$ cat src/rtl/dnn_infer_ctrl.sv
// Sequencer for the MNIST inference engine: soft-reset, start, wait for done
// (with timeout), sweep the 10 output scores for the argmax, hold result until ack.
module dnn_infer_ctrl #(
  parameter int DATA_WIDTH  = 11,
  parameter int TIMEOUT_CYC = 1000000,
  parameter int TO_W        = 20
) (
  input  logic                         clk,
  input  logic                         rst,
  input  logic                         req,
  input  logic                         ack,
  output logic                         busy,
  output logic                         res_valid,
  output logic [3:0]                   res_class,
  output logic signed [DATA_WIDTH-1:0] res_score,
  output logic                         res_err,
  output logic                         eng_reset,
  output logic                         eng_start,
  input  logic                         eng_done,
  output logic [3:0]                   eng_idx,
  input  logic signed [DATA_WIDTH-1:0] eng_out,
  output logic [2:0]                   dbg_state
);

  // Host handshake: req is a level looked at only in IDLE; ack is looked at
  // only while res_valid is high, and the cycle after it is seen we are IDLE.
  typedef enum logic [2:0] {
    S_IDLE   = 3'd0,
    S_CLR    = 3'd1,
    S_STRT   = 3'd2,
    S_WAIT   = 3'd3,
    S_SCAN   = 3'd4,
    S_RESULT = 3'd5
  } state_t;

  localparam logic [TO_W-1:0] TO_LAST = TO_W'(TIMEOUT_CYC - 1);

  state_t                      state_q;
  logic                        busy_q;
  logic                        valid_q;
  logic                        err_q;
  logic                        eng_reset_q;
  logic                        eng_start_q;
  logic [3:0]                  class_q;
  logic [3:0]                  idx_q;
  logic [3:0]                  arg_q;
  logic signed [DATA_WIDTH-1:0] score_q;
  logic signed [DATA_WIDTH-1:0] max_q;
  logic [TO_W-1:0]             to_cnt_q;

  logic                        take_d;
  logic [3:0]                  arg_d;
  logic signed [DATA_WIDTH-1:0] max_d;

  // Index 0 seeds the running max; later indices win only when strictly
  // greater, so ties resolve to the lowest index.
  always_comb begin
    take_d = 1'b0;
    take_d = (idx_q == 4'd0) || (eng_out > max_q);
    max_d  = take_d ? eng_out : max_q;
    arg_d  = take_d ? idx_q : arg_q;
  end

  always_ff @(posedge clk or negedge rst) begin
    if (!rst) begin
      state_q     <= S_IDLE;
      busy_q      <= 1'b0;
      valid_q     <= 1'b0;
      err_q       <= 1'b0;
      eng_reset_q <= 1'b0;
      eng_start_q <= 1'b0;
      class_q     <= 4'd0;
      idx_q       <= 4'd0;
      arg_q       <= 4'd0;
      score_q     <= '0;
      max_q       <= '0;
      to_cnt_q    <= '0;
    end else begin
      eng_reset_q <= 1'b0;
      eng_start_q <= 1'b0;
      case (state_q)
        S_IDLE: begin
          if (req) begin
            state_q     <= S_CLR;
            busy_q      <= 1'b1;
            eng_reset_q <= 1'b1;
          end
        end
        S_CLR: begin
          err_q       <= 1'b0;
          max_q       <= '0;
          arg_q       <= 4'd0;
          eng_start_q <= 1'b1;
          state_q     <= S_STRT;
        end
        S_STRT: begin
          to_cnt_q <= '0;
          state_q  <= S_WAIT;
        end
        S_WAIT: begin
          to_cnt_q <= to_cnt_q + 1'b1;
          // done takes priority over a timeout landing in the same cycle
          if (eng_done) begin
            idx_q   <= 4'd0;
            state_q <= S_SCAN;
          end else if (to_cnt_q == TO_LAST) begin
            err_q   <= 1'b1;
            class_q <= 4'hF;
            score_q <= '0;
            valid_q <= 1'b1;
            state_q <= S_RESULT;
          end
        end
        S_SCAN: begin
          max_q <= max_d;
          arg_q <= arg_d;
          if (idx_q == 4'd9) begin
            class_q <= arg_d;
            score_q <= max_d;
            idx_q   <= 4'd0;
            valid_q <= 1'b1;
            state_q <= S_RESULT;
          end else begin
            idx_q <= idx_q + 4'd1;
          end
        end
        S_RESULT: begin
          if (ack) begin
            valid_q <= 1'b0;
            busy_q  <= 1'b0;
            state_q <= S_IDLE;
          end
        end
        default: begin
          state_q <= S_IDLE;
          busy_q  <= 1'b0;
          valid_q <= 1'b0;
          idx_q   <= 4'd0;
        end
      endcase
    end
  end

  assign busy      = busy_q;
  assign res_valid = valid_q;
  assign res_class = class_q;
  assign res_score = score_q;
  assign res_err   = err_q;
  assign eng_reset = eng_reset_q;
  assign eng_start = eng_start_q;
  assign eng_idx   = idx_q;
  assign dbg_state = state_q;

endmodule

$ cat config.mk
export PLATFORM = sky130hd
export DESIGN_NAME = dnn_infer_ctrl
export DESIGN_NICKNAME = d
export VERILOG_FILES = /design/src/rtl/dnn_infer_ctrl.sv
export SDC_FILE = /design/constraint.sdc
export NUM_CORES = 1
export LEC_CHECK = 0
export ABC_AREA = 1
export CAP_MARGIN = 20
export CORE_MARGIN = 3
export CORE_UTILIZATION = 50
export DETAILED_ROUTE_END_ITERATION = 10
export MAX_ROUTING_LAYER = met4
export PLACE_DENSITY = 0.74
export SLEW_MARGIN = 20
export SYNTH_ARGS = -nofsm -noshare
export SYNTH_HDL_FRONTEND = slang
export SYNTH_SLANG_ARGS = --single-unit
$ cat constraint.sdc
create_clock -name clk -period 5.1 [get_ports clk]
set_input_delay 1.02 -clock clk [delete_from_list [all_inputs] [get_ports clk]]
set_output_delay 1.02 -clock clk [all_outputs]
set_load 0.01 [all_outputs]
Word level (Yosys, flattened, before mapping)
Index checks and enable logic that the tools add are counted.
W data, S select, Z words.
{"block": "word_totals", "regBits": 62, "inputBits": 16, "out_inout_bits": 27, "wordCells": 81}
{"block": "classes", "add_sub_neg": 2, "n_lt_le_gt_ge": 1, "n_eq_ne": 14, "muxes": 33, "bitwise": 3, "reduce_logical": 16}
{"operator": "$mux W11", "count": 4}
{"operator": "$pmux W11 S2", "count": 2}
{"operator": "$pmux W20 S2", "count": 1}
{"operator": "$mux W4", "count": 6}
{"operator": "$add A20 B1 Y20 const B", "count": 1}
{"operator": "$eq A20 B20 Y1 const B", "count": 1}
{"operator": "$pmux W3 S6", "count": 1}
{"operator": "$pmux W4 S2", "count": 2}
{"operator": "$mux W3", "count": 5}
{"operator": "$ne A2 B2 Y1 const B", "count": 6}
{"operator": "$pmux W4 S3", "count": 1}
{"operator": "$gt A11 B11 Y1", "count": 1}
{"operator": "$mux W1", "count": 8}
{"operator": "$reduce_and A4 Y1", "count": 2}
{"operator": "$reduce_bool A2 Y1", "count": 4}
{"operator": "$reduce_or A4 Y1", "count": 2}
{"operator": "$eq A3 B2 Y1 const B", "count": 2}
{"operator": "$eq A3 B3 Y1 const B", "count": 2}
{"operator": "$reduce_and A3 Y1", "count": 2}
{"operator": "$reduce_and A5 Y1", "count": 1}
{"operator": "$add A4 B1 Y4 const B", "count": 1}
{"operator": "$eq A4 B4 Y1 const B", "count": 1}
{"operator": "$logic_not A4 Y1", "count": 1}
{"operator": "$pmux W1 S4", "count": 1}
{"operator": "other kinds (9)", "count": 11}

Depth between registers and ports, before layout
Gate-level depths: netlist of run 1.
{"block": "logic_depth", "ltp_word": 5, "depth_mapped": 15, "depth_no_buf": 15}

Worst setup path before layout of run 1
No wires, ideal clock.
{"block": "synth_path", "path_kind": "input -> register", "startpoint": "input port eng_out[10]", "endpoint": "register max_q[0]", "setup_time_ps": 132, "t_arrival_ps": 2330, "t_required_ps": 4968, "path_slack_ps": 2638, "path_stages": 12, "n_path_buf": 1, "path_cell_list": "ha_1 -> nand2_1 -> nor2_1 -> and2_1 -> nand2_1 -> nand4_1 -> nand3_4 -> nand2_4 -> buf_6 -> nand2_1 -> nand3_1 -> o21ai_0"}
{"block": "synth_via", "elab_chain_len": 4}
{"item": "start, declared", "line": "21", "text": "input logic signed [DATA_WIDTH-1:0] eng_out,"}
{"item": "$gt A11 B11 Y1", "line": "59", "text": "take_d = (idx_q == 4'd0) || (eng_out > max_q);"}
{"item": "$logic_or A1 B1 Y1", "line": "59"}
{"item": "$mux W11", "line": "60", "text": "max_d = take_d ? eng_out : max_q;"}
{"item": "$pmux W11 S2", "line": "81", "text": "case (state_q)"}
{"item": "end signal, assigned", "line": "115", "text": "max_q <= max_d;"}
{"item": "end, declared", "line": "48", "text": "logic signed [DATA_WIDTH-1:0] max_q;"}
Every way passes these cells.
A chain may end at the register's enable or synchronous reset.

Final worst setup path of run 1
{"block": "layout_path", "startpoint": "input port eng_out[10]", "endpoint": "register max_q[2]"}
Same word-level chain as after synthesis.

==> summary.md, run 1 <==
| Metric | Value |
|---|---|
| Run status | `completed` |
| Synth area leader | `dfrtp_1` |
| Crit path max-delay cell type | `clkdlybuf4s50_1` |
| First-pass GRT wire length | `roughly 14 mm` |
| Finished Cell Area | `4207 sq um` |
| Most used routing layer | `met2` |
| Clock-pin transition on the worst setup and hold timing paths | `0.07 ns` |
| Synth Net Count | `478` |
| Fmax | `0.3502 GHz` |
| Hold Path Sink | `res_score[1]` |
| Unrepaired setup endpoints after global routing | `false` |
| Placed Area | `4009 sq um` |
| Synthesized cell area | `~3500 sq um` |
| CTS Hold Buffers Added | `0` |
| Largest net degree at the start of global routing | `50` |
| Post-cts resize count | `0` |
| Core Area | `6832 sq um` |
| Buf/Inv on CP | `1` |
| Synthesized flop and latch total | `62` |
| Pwr/cell area | `522.9 nW/um^2` |
| Top-Level Pins | `43` |
| FP Rows | `30` |
| Layout Nets | `522` |
| Worst hold path type | `reg2reg` |
| Hold Slack | `0.4792 ns` |
| Clock Path Buffers | `2` |
| CP Class | `in2reg` |
| Gate Count Post-Synth | `447` |
| Root Buffer Master | `clkbuf_8` |
| Headroom to the max-slew limit | `54.75%` |
| Final Hold Vio Count | `0` |
| Met1 Track Usage GR | `27.07%` |
| Peak supply drop | `~0.00024 V` |
| Pre-CTS setup slack | `1.908 ns` |
| Total design power | `2.200 mW` |
| CP delay by family, top | `simple AND/OR/NAND/NOR gates` |
| Leakage power | `2.037 nW` |
| Syn avg cell area | `between 7 and 8 sq um` |
| Layout area overhead | `19.01%` |
| Post-synth ARST share | `100.0%` |
| Die width | `90.08 um` |
| Clk_lat worst skew | `0.35 ns` |
| Final clock period utilization by the worst path | `55.99%` |
| Seq/Total Area, Yosys | `a little over two fifths` |
| Remaining DRCs | `0` |
| Placed wire-length estimate | `5.604 mm` |
| Hold path depth | `2` |
| Max Cap Violations | `0` |
| Tmin final | `around 2.9 ns` |
| CP max FO | `16` |
| Fillers | `about 630` |
| DRC violation total after the first TritonRoute iteration | `143` |
| Slew Viols, Final | `0` |
| Yosys cell types | `41` |
| Total GRT Usage | `between 20% and 30%` |
| Req. time, crit path | `5.31 ns` |
| # setup viols final | `0` |
| Synth Warn # | `0` |
| Setup TNS | `0 ns` |
| Detailed-route via count | `between 3k and 4k` |
| Met3 Track Usage GR | `5.607%` |
| FF-to-FF End | `res_valid` |
| Drt first pass iters | `4` |
| R2r setup slk | `2.88 ns` |
| GRT met2 Usage | `32.73%` |
| CTS tree | `done` |
| Vias in the first global route | `3034` |
| Top cells by area, synth | `dfrtp_1, nand2_1, inv_1` |
| Crit-path cells | `clkdlybuf4s50_1, ha_1, nand2_1, nor2_1, and2_1, nand2_1, nand4_1, nand3_4, nand2_4, nand2_1, nand3_1, o21ai_0` |
| Antenna Violating Nets Remaining | `0` |
| Clk sinks | `62` |
| Setup repair bufs after CTS | `0` |
| Starting density of the core | `51.74%` |
| HP Start | `res_score[1]` |
| Worst R2R Start | `dbg_state[1]` |
| Antenna violations before repair | `0` |
| Post-Route Skew | `between 0.01 and 0.015 ns` |
| Final wirelength | `7.721 mm` |
| Drt via density | `5.166` |
| Post-synth EDFFs | `0` |
| Fraction of layout cells with a size suffix above 1 | `9.677%` |
| Post-synth top flop | `dfrtp_1` |
| Die height | `90.08 um` |
| CP Capture Type | `register` |
| ANT cells | `0` |
| Tightest Pin Transition | `0.6769 ns` |
| Top cell type's share of synthesized area | `43.89%` |
| Grt ovf | `0` |
| Port bufs | `42` |
| CTS Buf Count | `9` |
| Critical Path Start Type | `input port` |
| CP arrival | `3.06 ns` |
| H-Tree Level Count | `3` |
| Routed WL per cell | `between 10 and 15 um` |
| Worst R2R Path Depth | `10` |
| Top cells by count, synth | `nand2_1, inv_1, dfrtp_1` |
| Max incr delay on CP | `~0.44 ns` |
| PnR worst setup slack | `2.244 ns` |
| Die area | `8114 sq um` |
| Most common cell in the netlist | `nand2_1` |
| Placer Congestion | `between 0.9 and 1` |
| CP most frequent cell | `nand2_1` |
[metal layers]
metal  part of all wire (%)  vias up
met1                     47     1427
met3                    4.2       20
met5                      0        -
met2                     47       60
li1                       -     1551
met4                    2.0        0
[worst max path at each step]
stage	from	endpoint	depth (start not counted)
3_5_place_dp	eng_out[10]	max_q[6]	12
4_1_cts	eng_out[10]	max_q[2]	12
5_1_grt	eng_out[10]	max_q[2]	12
2_1_floorplan	eng_out[10]	max_q[0]	12
3_3_place_gp	eng_out[10]	max_q[5]	12
6_report	eng_out[10]	max_q[2]	12
[area by class of cell]
| class | instances | area [sq um] | area share [%] |
|---|---|---|---|
| clock buffer | 9 | 123.9 | 2.945 |
| clock inverter | 7 | 73.82 | 1.755 |
| inverter | 70 | 262.8 | 6.246 |
| multi-input combinational | 305 | 1652 | 39.26 |
| sequential | 62 | 1551 | 36.88 |
| tap | 96 | 120.1 | 2.855 |
| timing repair buffer | 43 | 422.9 | 10.05 |
[per-stage QoR]
step / util (%) / cells
floorplan: - / 447
global placement: 58.68 / 576
detailed placement: 58.68 / 576
CTS: 61.58 / 592
global route: 61.58 / 592
finish: 61.58 / 592
[cell families after synthesis]
kind of cell               after synthesis  share of synthesized area, %
buffers and inverters                   80                         9.381
xor gates and xnor gates                 4                        0.9913
DFF                                     62                         43.89
muxes                                    3                        0.8850
AOI/OAI and AO/OA                       55                         8.354
adders and majority gates               15                         5.310
and+or+nand+nor                        228                         31.19
[power breakdown]
part           switching, mW  internal (mW)
registers              0.103          0.640
logic                  0.620          0.397
clock network          0.212          0.227
[cell usage in the layout, fill, tap and decap left out, types with 2 or more instances in the layout]
cell type	instances
a21oi_1	10
clkdlybuf4s50_1	41
nand4_2	2
xor2_1	3
nor2_2	8
nand2_2	3
nor3_1	8
or2_2	3
o22ai_1	3
clkbuf_8	9
mux2i_1	2
dfrtp_1	62
nand4_1	17
nor4_1	3
o21ai_1	3
clkinv_4	2
clkinv_2	2
inv_2	4
nand2_1	107
nand2_4	2
inv_1	66
nor2_1	23
nand3_1	43
ha_1	15
nand3_4	2
o21ai_0	33
[registers in the layout, summed over array words and instances, names as in the netlist, 3 cells and up]
signal	cells
to_cnt_q	20
eng_idx	4
dbg_state	3
max_q	11
arg_q	4
res_score	11
res_class	4
[worst reg2reg max path, delay by kind of cell, from the launching register on]
kind,cells,cell delay [ns]
buf+inv,3,0.77
simple gates,5,0.63
flops,1,0.49
compound gates,2,0.20
Power figures use the tool's default switching activity.
==> run 2, diff against run 1 <==
==> constraint.sdc (replaced) <==
create_clock -name clk -period 2.89 [get_ports clk]
set_input_delay 0.578 -clock clk [delete_from_list [all_inputs] [get_ports clk]]
set_output_delay 0.578 -clock clk [all_outputs]
set_load 0.01 [all_outputs]
==> summary.md, run 2 (synthesis gave the netlist of run 1 again) <==
| Metric | Value |
|---|---|
| CP Capture Type | `register` |
| CP most frequent cell | `nand2_1` |
| Placer Congestion | `0.8958 (-3.4%)` |
| Total design power | `3.960 mW (+80%)` |
| Max Cap Violations | `0 (unchanged)` |
| Run status | `completed` |
| Root Buffer Master | `clkbuf_8` |
| FP Rows | `30 (unchanged)` |
| Drt first pass iters | `5 (+1)` |
| Fraction of layout cells with a size suffix above 1 | `9.839% (+0.16 points)` |
| CP Class | `in2reg` |
| FF-to-FF End | `max_q[3]` |
| Final clock period utilization by the worst path | `83.46%` |
| Comb pwr share | `45.6% (-0.7 points)` |
| Vias in the first global route | `3007 (-0.89%)` |
| Sw power | `1.633 mW (+75%)` |
| Pwr/cell area | `934.5 nW/um^2 (+79%)` |
| Layout area overhead | `19.89%` |
| Leakage power | `2.054 nW (+0.85%)` |
| Met3 Track Usage GR | `4.268% (-1.3 points)` |
| Final Hold Vio Count | `0 (unchanged)` |
| Commonest non-fill, non-tap cells in the layout | `nand2_1, inv_1, dfrtp_1` |
| Crit-path cells | `clkdlybuf4s50_1, ha_1, nand2_1, nor2_1, and2_1, nand2_1, nand4_1, nand3_4, nand2_4, nand2_1, nand3_1, o21ai_0` |
| Setup TNS | `0 ns (unchanged)` |
| Sw Share | `41.22% (-1.3 points)` |
| PnR worst setup slack | `0.4780 ns (-1.766 ns)` |
| Worst R2R Start | `max_q[10]` |
| Detailed-route via count | `3096 (+1.2%)` |
| Unrepaired setup endpoints after global routing | `false` |
| Final wirelength | `7.801 mm (+1.0%)` |
| Grt ovf | `0 (unchanged)` |
| Post-layout util | `62.03% (+0.46 points)` |
| Setup repair bufs after CTS | `0 (unchanged)` |
| ANT cells | `0 (unchanged)` |
| CP arrival | `2.63 ns (-0.43 ns)` |
| Clock power frac | `21.3% (+1.3 points)` |
| Remaining DRCs | `0 (unchanged)` |
| # setup viols final | `0 (unchanged)` |
| Slew Viols, Final | `0 (unchanged)` |
| CTS Hold Buffers Added | `0 (unchanged)` |
| Tightest Pin Transition | `0.7810 ns (+0.1041 ns)` |
| Die area | `8114 sq um (unchanged)` |
| Most used routing layer | `met2` |
| Met1 Track Usage GR | `27.63% (+0.56 points)` |
| Antenna Violating Nets Remaining | `0 (unchanged)` |
| Peak supply drop | `0.0005065 V (+110%)` |
| Worst R2R Path Depth | `12 (+2)` |
| Port bufs | `42 (unchanged)` |
| DRC violation total after the first TritonRoute iteration | `161 (+13%)` |
| Worst hold path type | `in2async` |
| Top-Level Pins | `43 (unchanged)` |
| Most flop-heavy register | `to_cnt_q` |
| CP max FO | `16 (unchanged)` |
| Commonest non-fill, non-tap cell in the layout | `nand2_1` |
| First-pass GRT wire length | `13.86 mm (-0.10%)` |
| Layout Nets | `524 (+0.38%)` |
| Fmax | `approximately 0.41 GHz` |
| Internal power | `2.328 mW (+84%)` |
| Area of the multi-input gates | `1652 sq um (unchanged)` |
| Placed insts | `578 (+0.35%)` |
| Core Area | `6832 sq um (unchanged)` |
| Die height | `90.08 um (unchanged)` |
| Req. time, crit path | `3.11 ns (-2.20 ns)` |
| Fillers | `619 (-2.1%)` |
| Post-Route Skew | `0.01058 ns (-0.003852 ns)` |
| Largest net degree at the start of global routing | `63 (+26%)` |
| Pre-CTS setup slack | `0.1383 ns (-1.770 ns)` |
| Antenna violations before repair | `0 (unchanged)` |
| Clk sinks | `62 (unchanged)` |
| Tmin final | `around 2.4 ns` |
| Max incr delay on CP | `0.44 ns (about the same)` |
| H-Tree Level Count | `3 (unchanged)` |
| Clk_lat worst skew | `0.35 ns (about the same)` |
| Total GRT Usage | `21.41% (+0.19 points)` |
| Post-cts resize count | `0 (unchanged)` |
| Headroom to the max-slew limit | `47.94% (-6.8 points)` |
| R2r setup slk | `0.77 ns (-2.11 ns)` |
| Routed WL per cell | `13.13 um (+0.70%)` |
| Die width | `90.08 um (unchanged)` |
| Crit path max-delay cell type | `clkdlybuf4s50_1` |
| Starting density of the core | `51.74% (unchanged)` |
| Placed wire-length estimate | `5.615 mm (+0.19%)` |
| GRT met2 Usage | `33.42% (+0.68 points)` |
| Reg area | `1551 sq um (unchanged)` |
| CTS Buf Count | `9 (unchanged)` |
| Clock-pin transition on the worst setup and hold timing paths | `0.07 ns (about the same)` |
| Clock Path Buffers | `2 (unchanged)` |
| Largest register FFs | `20 (unchanged)` |
| Drt via density | `5.212 (+0.90%)` |
| CTS tree | `done` |
| Critical Path Start Type | `input port` |
| Seq pwr share | `33.0% (-0.8 points)` |
| Final std cells w/o fill | `594 (+0.34%)` |
==> run 2: area by class of cell <==
type | instances | share of cell area (%)
clock buffers | 10 | 3.012
well taps | 96 | 2.834
repair buffers | 45 | 10.33
flip-flops and latches | 62 | 36.61
inverters | 70 | 6.200
multi-input cells | 305 | 38.97
clock inverters | 6 | 2.037
==> run 2: power groups by stage <==
stage,registers [mW],logic (mW),clock network [mW]
finish,1.31,1.81,0.845
global route,1.34,2.05,0.899
CTS,1.31,1.82,0.859
detailed placement,1.32,1.81,0
global placement,1.32,1.76,0
floorplan,1.38,1.14,0
==> run 2: through the flow <==
stage | hold WS, ns | instance area (sq um)
floorplan | 0.2824 | 3535
global placement | 0.4636 | 4024
detailed placement | 0.4668 | 4024
CTS | 0.4215 | 4238
global route | 0.4733 | 4238
finish | 0.3700 | 4238
==> run 2: worst max-delay path: cells and delay by family <==
family          cells  cell delay [ns]
simple gates        9             1.16
buf+inv             1             0.44
fa+ha+maj           1             0.35
compound gates      1             0.08
==> run 2: worst max-delay path by stage <==
stage,to,depth (start not counted),slack (ns),startpoint
2_1_floorplan,max_q[0],12,0.87,eng_out[10]
3_5_place_dp,max_q[2],12,0.14,eng_out[10]
4_1_cts,max_q[3],12,0.49,eng_out[10]
3_3_place_gp,res_class[1],14,0.21,eng_out[10]
5_1_grt,max_q[6],12,0.22,eng_out[10]
6_report,max_q[3],12,0.48,eng_out[10]
==> run 2: per-layer routing <==
layer  share of wire [%]  wire length, um  up-vias
li1                    -                -     1553
met1                  46             3575     1446
met2                  47             3700       79
met3                 4.7              364       18
met4                 2.1              161        0
met5                   0                0        -
==> run 3, diff against run 2 <==
--- a/config.mk
+++ b/config.mk
@@ -11,7 +11,7 @@
 export CORE_UTILIZATION = 50
 export DETAILED_ROUTE_END_ITERATION = 10
 export MAX_ROUTING_LAYER = met4
-export PLACE_DENSITY = 0.74
+export PLACE_DENSITY = 0.77
 export SLEW_MARGIN = 20
 export SYNTH_ARGS = -nofsm -noshare
 export SYNTH_HDL_FRONTEND = slang
==> constraint.sdc (replaced) <==
create_clock -name clk -period 2.1 [get_ports clk]
set_input_delay 0.42 -clock clk [delete_from_list [all_inputs] [get_ports clk]]
set_output_delay 0.42 -clock clk [all_outputs]
set_load 0.01 [all_outputs]
==> summary.md, run 3 (synthesis gave the netlist of run 1 again) <==
| Metric | Value |
|---|---|
| CTS tree | `done` |
| # setup viols final | `1 (+1)` |
| Peak supply drop | `0.0005770 V (+14%)` |
| Seq pwr share | `30.5% (-2.5 points)` |
| Failing checks | `setup timing` |
| Final Hold Vio Count | `0 (unchanged)` |
| Slew Viols, Final | `0 (unchanged)` |
| Final clock period utilization by the worst path | `100.1%` |
| Drt via density | `5.286 (+1.4%)` |
| Critical Path Start Type | `register` |
| Port bufs | `42 (unchanged)` |
| Clk sinks | `62 (unchanged)` |
| Unrepaired setup endpoints after global routing | `true` |
| Die width | `90.08 um (unchanged)` |
| Comb pwr share | `48.8% (+3.2 points)` |
| Core Area | `6832 sq um (unchanged)` |
| Worst hold path type | `in2async` |
| FP Rows | `30 (unchanged)` |
| Tmin final | `2.103 ns` |
| First-pass GRT wire length | `14.16 mm (+2.2%)` |
| Most flop-heavy register | `to_cnt_q` |
| Commonest non-fill, non-tap cell in the layout | `nand2_1` |
| Sw Share | `41.05% (-0.17 points)` |
| Routed WL per cell | `14.04 um (+6.9%)` |
| Top-Level Pins | `43 (unchanged)` |
| Fmax | `0.4756 GHz` |
| CP Class | `reg2reg` |
| Clk_lat worst skew | `0.35 ns (about the same)` |
| Placed Area | `4111 sq um (+2.2%)` |
| R2r setup slk | `-0.003 ns (-0.77 ns)` |
| Setup TNS | `-0.002669 ns (-0.002669 ns)` |
| Internal power | `3.515 mW (+51%)` |
| Placer Congestion | `0.9011 (+0.59%)` |
| PnR worst setup slack | `-0.002669 ns (-0.4806 ns)` |
| Pre-CTS setup slack | `-0.3905 ns (-0.5288 ns)` |
| Max Cap Violations | `0 (unchanged)` |
| Detailed-route via count | `3230 (+4.3%)` |
| Largest register FFs | `20 (unchanged)` |
| Layout area overhead | `28.32%` |
| Die area | `8114 sq um (unchanged)` |
| Commonest non-fill, non-tap cells in the layout | `nand2_1, dfrtp_1, inv_1` |
| DRC violation total after the first TritonRoute iteration | `198 (+23%)` |
| Clock-pin transition on the worst setup and hold timing paths | `0.08 ns (about the same)` |
| Vias in the first global route | `3040 (+1.1%)` |
| Post-Route Skew | `0.01375 ns (+0.003177 ns)` |
| ANT cells | `0 (unchanged)` |
| Finished Cell Area | `4536 sq um (+7.0%)` |
| CP Capture Type | `register` |
| Req. time, crit path | `2.31 ns (-0.80 ns)` |
| Leakage power | `2.252 nW (+9.6%)` |
| Run status | `finished, violations left` |
| H-Tree Level Count | `3 (unchanged)` |
| Starting density of the core | `51.74% (unchanged)` |
| Drt first pass iters | `5 (unchanged)` |
| Sw power | `2.448 mW (+50%)` |
| Antenna Violating Nets Remaining | `0 (unchanged)` |
| CP max FO | `5 (-11)` |
| Largest net degree at the start of global routing | `63 (unchanged)` |
| Remaining DRCs | `0 (unchanged)` |
| Pwr/cell area | `1315 nW/um^2 (+41%)` |
| Total GRT Usage | `21.82% (+0.41 points)` |
| Fraction of layout cells with a size suffix above 1 | `17.09% (+7.2 points)` |
| Root Buffer Master | `clkbuf_8` |
| Layout Nets | `541 (+3.2%)` |
| Die height | `90.08 um (unchanged)` |
| CTS Buf Count | `9 (unchanged)` |
| Final wirelength | `8.579 mm (+10%)` |
| Placed wire-length estimate | `5.800 mm (+3.3%)` |
| Clock power frac | `20.8% (-0.5 points)` |
| Antenna violations before repair | `0 (unchanged)` |
| Tightest Pin Transition | `0.5960 ns (-0.1850 ns)` |
| Clock Path Buffers | `2 (unchanged)` |
| CP arrival | `2.32 ns (-0.31 ns)` |
| Headroom to the max-slew limit | `60.16% (+12 points)` |
| Grt ovf | `0 (unchanged)` |
[run 3: critical path: stages (launching register included)]
cell	delay (ns)
dfrtp_1	0.33
inv_1	0.07
ha_1	0.31
nand2_1	0.08
nor2_2	0.15
and2_4	0.19
nand4_1	0.16
nand3_4	0.21
buf_4	0.15
nand3_1	0.11
nand3_1	0.11
o21ai_0	0.09
[run 3: path summary, 6_finish.rpt]
path | startpoint | cells past startpoint | endpoint
setup / recovery | max_q[6] | 11 | max_q[9]
hold / removal | rst | 2 | max_q[3]
setup reg to reg | max_q[6] | 11 | max_q[9]
hold reg to reg | res_score[3] | 2 | res_score[3]
max in group asynchronous | rst | 2 | busy
min in group clk | res_score[3] | 2 | res_score[3]
[run 3: what timing repair did]
| item | CTS | global route |
|---|---|---|
| buffers inserted | 0 | 5 |
| gates cloned | 0 | 2 |
| endpoints found under the setup margin | 4 | 30 |
| hold buffers | 0 | 0 |
| pin swaps | 1 | 17 |
| gates resized for setup | 3 | 35 |
[run 3: power by group through the flow]
stage                     Clock, mW  Sequential (mW)  Combinational [mW]
after floorplan                   0             1.90                1.57
after global placement            0             1.82                2.53
after detailed placement          0             1.83                2.60
after CTS                      1.25             1.81                2.66
after global routing           1.30             1.86                3.22
final                          1.24             1.82                2.91
[run 3: through the flow]
step / util (%) / cells / power [mW] / hold slack [ns]
4_1_cts: 63.83 / 604 / 5.722 / 0.08433
3_3_place_gp: 60.18 / 588 / 4.347 / 0.4553
6_report: 66.39 / 611 / 5.963 / 0.06083
3_5_place_dp: 60.18 / 588 / 4.439 / 0.4587
5_1_grt: 66.39 / 611 / 6.380 / 0.08393
2_1_floorplan: - / 447 / 3.465 / 0.1244
[run 3: cell type report]
type	count	area, sq um
timing repair buffer	60	589.3
fill	577	2296
multi-input combinational	307	1778
tap	96	120.1
sequential	62	1551
clock inverter	3	65.06
clock buffer	13	168.9
inverter	70	262.8
[run 3: per-layer routing]
layer	global-route usage (%)	part of all wire (%)	vias up	routed length (um)
met5	-	0	-	0
met4	6.760	2.5	0	211
met3	5.188	5.4	24	466
met2	34.85	49	99	4238
met1	27.66	43	1516	3663
li1	-	-	1591	-
